`src/rtl/freq_meter_pkg.sv`:
```
// Shared definitions for the frequency meter: FSM encoding, default sizing, clock rate.
package freq_meter_pkg;

  typedef enum logic [1:0] {
    IDLE    = 2'd0,
    ARM     = 2'd1,
    MEASURE = 2'd2,
    DONE    = 2'd3
  } state_t;

  localparam int unsigned CLK_HZ          = 50_000_000;
  localparam int unsigned DEF_GATE_CYCLES = 50_000_000;
  localparam int          DEF_CNT_W       = 26;

endpackage

```
`src/rtl/freq_meter_if.sv`:
```
// Request/result bus of the frequency meter. FREQ_METER_OVF_EN adds the ovf flag.
interface freq_meter_if
  import freq_meter_pkg::*;
#(
  parameter int CNT_W = DEF_CNT_W
);

  logic             start;
  logic             busy;
  logic             valid;
  logic [CNT_W-1:0] result;

`ifdef FREQ_METER_OVF_EN
  logic             ovf;

  modport master (output start, input busy, valid, result, ovf);
  modport slave  (input start, output busy, valid, result, ovf);
`else
  modport master (output start, input busy, valid, result);
  modport slave  (input start, output busy, valid, result);
`endif

endinterface

```
`src/rtl/freq_meter_sync_rise.sv`:
```
// Brings an asynchronous level into the clk domain and flags its rising edges.
module sync_rise (
  input  logic clk,
  input  logic rstn,
  input  logic sig_in,
  output logic rise
);

  logic s1;
  logic s2;
  logic prev;

  // NOTE: flops are written with <= so every stage samples the pre-edge value of its source.
  always_ff @(posedge clk) begin
    if (!rstn) begin
      s1   <= 1'b0;
      s2   <= 1'b0;
      prev <= 1'b0;
    end else begin
      s1   <= sig_in;
      s2   <= s1;
      prev <= s2;
    end
  end

  assign rise = s2 & ~prev;

endmodule

```
`src/rtl/freq_meter.sv`:
```
// Counts rising edges of sig_in over a GATE_CYCLES window per request.
// Build option FREQ_METER_OVF_EN adds a saturation flag reported alongside the result.
module freq_meter
  import freq_meter_pkg::*;
#(
  parameter int unsigned GATE_CYCLES = DEF_GATE_CYCLES,
  parameter int          CNT_W       = DEF_CNT_W
) (
  input logic         clk,
  input logic         rstn,
  input logic         sig_in,
  freq_meter_if.slave bus
);

  localparam logic [CNT_W-1:0] CNT_MAX   = '1;
  localparam logic [31:0]      GATE_LAST = 32'(GATE_CYCLES - 1);

  state_t           state;
  state_t           state_nx;
  logic [31:0]      gate_cnt;
  logic [CNT_W-1:0] edge_cnt;
  logic [CNT_W-1:0] edge_inc;
  logic [CNT_W-1:0] result_q;
  logic             rise;
  logic             last;
  logic             cnt_full;
  logic             busy;
  logic             valid;

  sync_rise u_sync (
    .clk    (clk),
    .rstn   (rstn),
    .sig_in (sig_in),
    .rise   (rise)
  );

  assign last     = (gate_cnt == GATE_LAST);
  assign cnt_full = (edge_cnt == CNT_MAX);
  // Saturating increment; this value also feeds the result so a rise in the final cycle counts.
  assign edge_inc = (rise && !cnt_full) ? edge_cnt + CNT_W'(1) : edge_cnt;

  // NOTE: every output of this block gets a default first, so no path can infer a latch.
  always_comb begin
    state_nx = state;
    busy     = 1'b0;
    valid    = 1'b0;
    unique case (state)
      IDLE: begin
        if (bus.start) state_nx = ARM;
      end
      ARM: begin
        busy     = 1'b1;
        state_nx = MEASURE;
      end
      MEASURE: begin
        busy = 1'b1;
        if (last) state_nx = DONE;
      end
      DONE: begin
        valid    = 1'b1;
        state_nx = IDLE;
      end
      default: state_nx = IDLE;
    endcase
  end

  always_ff @(posedge clk) begin
    if (!rstn) begin
      state    <= IDLE;
      gate_cnt <= '0;
      edge_cnt <= '0;
      result_q <= '0;
    end else begin
      state <= state_nx;
      case (state)
        ARM: begin
          gate_cnt <= '0;
          edge_cnt <= '0;
        end
        MEASURE: begin
          gate_cnt <= gate_cnt + 32'd1;
          edge_cnt <= edge_inc;
          if (last) result_q <= edge_inc;
        end
        default: ;
      endcase
    end
  end

`ifdef FREQ_METER_OVF_EN
  logic ovf_flag;
  logic ovf_q;
  logic ovf_hit;

  // A rise that finds the counter already full is the one that got lost.
  assign ovf_hit = rise & cnt_full;

  always_ff @(posedge clk) begin
    if (!rstn) begin
      ovf_flag <= 1'b0;
      ovf_q    <= 1'b0;
    end else begin
      case (state)
        ARM: ovf_flag <= 1'b0;
        MEASURE: begin
          ovf_flag <= ovf_flag | ovf_hit;
          if (last) ovf_q <= ovf_flag | ovf_hit;
        end
        default: ;
      endcase
    end
  end

  assign bus.ovf = ovf_q;
`endif

  assign bus.busy   = busy;
  assign bus.valid  = valid;
  assign bus.result = result_q;

endmodule

```
`src/flat_wrapper.sv`:
```
// flat-port wrapper written by rule: the top's interface ports become plain ports
module freq_meter_flat import freq_meter_pkg::*;
#(
  parameter int unsigned GATE_CYCLES = DEF_GATE_CYCLES,
  parameter int          CNT_W       = DEF_CNT_W
)
  (clk, rstn, sig_in, bus_start, bus_busy, bus_valid, bus_result);
  freq_meter_if #(.CNT_W(CNT_W)) bus_i ();
  input logic clk;
  input logic rstn;
  input logic sig_in;
  input wire logic [$bits(bus_i.start)-1:0] bus_start;
  output wire logic [$bits(bus_i.busy)-1:0] bus_busy;
  output wire logic [$bits(bus_i.valid)-1:0] bus_valid;
  output wire logic [$bits(bus_i.result)-1:0] bus_result;
  assign bus_i.start = bus_start;
  assign bus_busy = bus_i.busy;
  assign bus_valid = bus_i.valid;
  assign bus_result = bus_i.result;
  freq_meter #(.GATE_CYCLES(GATE_CYCLES), .CNT_W(CNT_W)) u_core (.clk(clk), .rstn(rstn), .sig_in(sig_in), .bus(bus_i));
endmodule
```
`config.mk`:
```
export PLATFORM = sky130hd
export DESIGN_NAME = freq_meter_flat
export DESIGN_NICKNAME = d
export VERILOG_FILES = /design/src/rtl/freq_meter_pkg.sv /design/src/rtl/freq_meter_if.sv /design/src/rtl/freq_meter_sync_rise.sv /design/src/rtl/freq_meter.sv /design/src/flat_wrapper.sv
export SDC_FILE = /design/constraint.sdc
export NUM_CORES = 1
export LEC_CHECK = 0
export ABC_CLOCK_PERIOD_IN_PS = 4000
export BUFFER_PORTS_ARGS = -buffer_cell sky130_fd_sc_hd__clkbuf_2
export CAP_MARGIN = 10
export CELL_PAD_IN_SITES_DETAIL_PLACEMENT = 2
export CELL_PAD_IN_SITES_GLOBAL_PLACEMENT = 2
export CORE_ASPECT_RATIO = 0.8
export CORE_MARGIN = 1
export CORE_UTILIZATION = 30
export CTS_CLUSTER_SIZE = 25
export DETAILED_ROUTE_END_ITERATION = 8
export GPL_ROUTABILITY_DRIVEN = 0
export HOLD_SLACK_MARGIN = 0.15
export PLACE_DENSITY = 0.7
export SYNTH_ARGS = -nofsm -noshare
export SYNTH_HDL_FRONTEND = slang
export SYNTH_SLANG_ARGS = --single-unit
```
`constraint.sdc`:
```
create_clock -name clk -period 4 [get_ports clk]
set_clock_uncertainty 0.2 [all_clocks]
set_input_delay 0.8 -clock clk [delete_from_list [all_inputs] [get_ports clk]]
set_output_delay 0.8 -clock clk [all_outputs]
set_load 0.01 [all_outputs]
```
==> impl_metrics.tcl <==
set metrics [dict create \
    reg2reg_slack_ns 0.80 \
    dp_slack_ns 0.878 \
    drcViolationCount 0 \
    synth_top_area_share_pct 38.0 \
    synth.most_common_cell "dfxtp_1" \
    rows 40 \
    synthAdderAreaFrac_pct 1.33 \
    initial_core_util_pct 30.9 \
    crit_family "simple AND/OR/NAND/NOR gates" \
    track_usage_pct 20.8 \
    grt_pass1_vias 4632 \
    endpoint "u_core.gate_cnt[31]" \
    drv_slew 0 \
    ys_dominant_reg_cell "dfxtp_1" \
    clock_sinks 89 \
    cp-end-kind "flip-flop" \
    worstMarginPinSlew_ns 1.05 \
    wire_per_inst_um 20.0 \
    met1_usage_pct 30.9 \
    vdd_drop_max_uv 257 \
    period_share_pct 79.9 \
    drive_above_1_share_pct 11.3 \
    synth_commonest_cells "dfxtp_1, nand2_1, nor2_1" \
    powerDensity_mw_per_mm2 434 \
    synth_area_mm2 0.00469 \
    fmax_mhz 313 \
    path_max_fanout 12 \
    synth-compound-area-share_pct 18.1 \
    cts_buffers 9 \
    die_area_mm2 0.0161 \
    fin_crit_ns 3.20 \
    ys_async_sr_fraction_pct 0 \
    synthSimpleGateAreaFrac_pct 30.7 \
    synth_top_area_cell "dfxtp_1" \
    crit_path_cell_trace "inv_1, ha_1, nand4_1, nor3_1, nand3_1, or3_1, a21oi_1" \
    grt_max_degree 37 \
    synth_nets 576 \
    cts_hold_buf 0 \
    drt_iter0_markers 238 \
    grt_first_pass_wirelength_um 26000 \
    power_switching_w 0.000728 \
    grt_use_met3_pct 4.37 \
    hold_violations 0 \
    clockBufferDepth 2 \
    hp-class "reg2reg" \
    clkSlewWorstSetupHoldPaths_ns 0.07 \
    setup-violations-final 0 \
    r2r_end "u_core.gate_cnt[31]" \
    cp_slowest_cell "nor3_1" \
    hpwl_um 11300 \
    cp-start-kind "flip-flop" \
    total_leakage_power_nw 1.70 \
    rsz0062_at_grt "no" \
    synth_area_leaders "dfxtp_1, xor2_1, nand2_1" \
    synth_seq_cells 89 \
    die_y_um 114 \
    met2_usage_pct 30.5 \
    core_mm2 0.0152 \
    fin_nets 586 \
    seqPwrFrac_pct 39.8 \
    reg2reg_depth 7 \
    n_antenna_cell 0 \
    h-tree-depth 3 \
    vias_per_cell 5.64 \
    avgSynthCellArea_um2 8.28 \
    synth_edf_count 0 \
    cp.depth 7 \
    comb_power_share_pct 18.8 \
    firstDrtPassIters 4 \
    ios 32 \
    worstSetupStartpoint "u_core.state[0]" \
    dp_cells 776 \
    cap_violations 0 \
    vias 4464 \
    setup.worst_path.class "reg2reg" \
    cts_tree "yes" \
    worstPathArrival_ns 3.27 \
    status "complete, no violations" \
    switching_share_pct 31.7 \
    io_buffers 31 \
    grt-busiest-layer "met1" \
    path_buf_inv 1 \
    maxSlewHeadroom_pct 30.3 \
    ant_nets 0 \
    cts_root_buf "clkbuf_16" \
    ys_types 62 \
    instances_no_fill 792 \
    required_ns 4.07 \
    area_growth_pct 12.7 \
    max_stage_delay_ns 0.60 \
    p_int_w 0.00157 \
    syn_inst 567 \
    overflow 0 \
    antenna_found_initial 0 \
    clock_latency_ns 0.36 \
    die_w_um 142 \
    synth_top_family_by_area "simple AND/OR/NAND/NOR gates" \
    holdWs_ns 0.239 \
    ys_seq_area_share_pct 38.0 \
    routed_wl_um 15800 \
    ys_warn_count 0 \
    synth-xor-area-share_pct 6.16 \
    p_clk_share_pct 41.5 \
    r2r-start "u_core.state[0]" \
    cts-resized-gates 0 \
    finalSetupTns_ns 0 \
    muxShareOfSynthArea_pct 0.640 \
    layout_setup_ws_ns 0.803 \
    post_cts.repair.setup_buffers 0 \
]
-- sequential cells by signal (all words and copies together), names as in the netlist --
| register | cells |
|---|---|
| u_core.u_sync.prev | 1 |
| u_core.u_sync.s1 | 1 |
| u_core.bus.result | 26 |
| u_core.u_sync.s2 | 1 |
| u_core.state | 2 |
| u_core.gate_cnt | 32 |
| u_core.edge_cnt | 26 |
-- how the worst min path moves through the flow --
stage / from / cells after the start / to / slack [ns]
4_1_cts: u_core.u_sync.s1 / 1 / u_core.u_sync.s2 / 0.24
6_report: u_core.u_sync.s1 / 1 / u_core.u_sync.s2 / 0.24
5_1_grt: u_core.u_sync.s1 / 1 / u_core.u_sync.s2 / 0.27
3_5_place_dp: u_core.u_sync.s1 / 1 / u_core.u_sync.s2 / 0.23
3_3_place_gp: u_core.u_sync.s1 / 1 / u_core.u_sync.s2 / 0.22
2_1_floorplan: u_core.u_sync.s1 / 1 / u_core.u_sync.s2 / 0.21
-- logic make-up after synthesis --
kind of cell | after synthesis
AOI/OAI and AO/OA | 126
xor gates and xnor gates | 33
adders and majority gates | 5
buffers and inverters | 47
DFF | 89
muxes | 3
and+or+nand+nor | 264
-- per-layer routing --
layer  wire length (um)  vias up
met5                  0        -
met4                104        0
met3                746        5
met2               6760       80
met1               8230     2244
li1                   -     2135
-- cell type report --
cell class | instances | area, um2
Inverter | 7 | 26.3
Clock buffer | 10 | 239
Timing Repair Buffer | 39 | 215
Tap cell | 210 | 263
Fill cell | 1742 | 9880
Clock inverter | 6 | 91.3
Multi-Input combinational cell | 431 | 2670
Sequential cell | 89 | 1780
-- through the flow --
stage | total power [W] | area (um2) | utilization [%]
after global placement | 0.00135 | 4960 | 32.7
after global routing | 0.00239 | 5290 | 34.9
after CTS | 0.00232 | 5290 | 34.9
after floorplan | 0.00120 | 4690 | -
final | 0.00229 | 5290 | 34.9
after detailed placement | 0.00137 | 4960 | 32.7
-- layout by cell type (no fill, tap or decap), drive strengths merged, types with 3 or more instances in the layout --
cell      count
nand4        23
xor2         24
nand2b        8
nand2        51
and4          6
a31oi        14
dfxtp        89
or3          17
o22ai         3
inv           7
nor2         50
o211ai       16
mux2i         3
o41ai         3
ha            5
nor3         15
o31a          4
or4          15
a21oi        20
clkbuf       41
nor4         11
o21ai        29
nand3        28
a311oi        6
o31ai         4
a21boi        3
and2          5
o21a          3
a211oi       12
xnor2         9
and3         16
nor2b         6
clkinvlp      3
nand3b        4
buf           8
-- worst register-to-register path: stages, from the launching register on --
cell and delay, ns:
dfxtp_1 0.38, inv_1 0.08, ha_1 0.57, nand4_1 0.43, nor3_1 0.60, nand3_1 0.28
or3_1 0.42, a21oi_1 0.15
-- power groups by stage --
| stage | sequential (W) | combinational [W] | clock, W |
|---|---|---|---|
| finish | 0.000912 | 0.000430 | 0.000952 |
| global route | 0.000913 | 0.000466 | 0.00101 |
| CTS | 0.000912 | 0.000436 | 0.000972 |
| detailed placement | 0.000932 | 0.000437 | 0 |
| global placement | 0.000930 | 0.000420 | 0 |
| floorplan | 0.000928 | 0.000273 | 0 |
No activity file was read; power rests on OpenSTA's default activity.
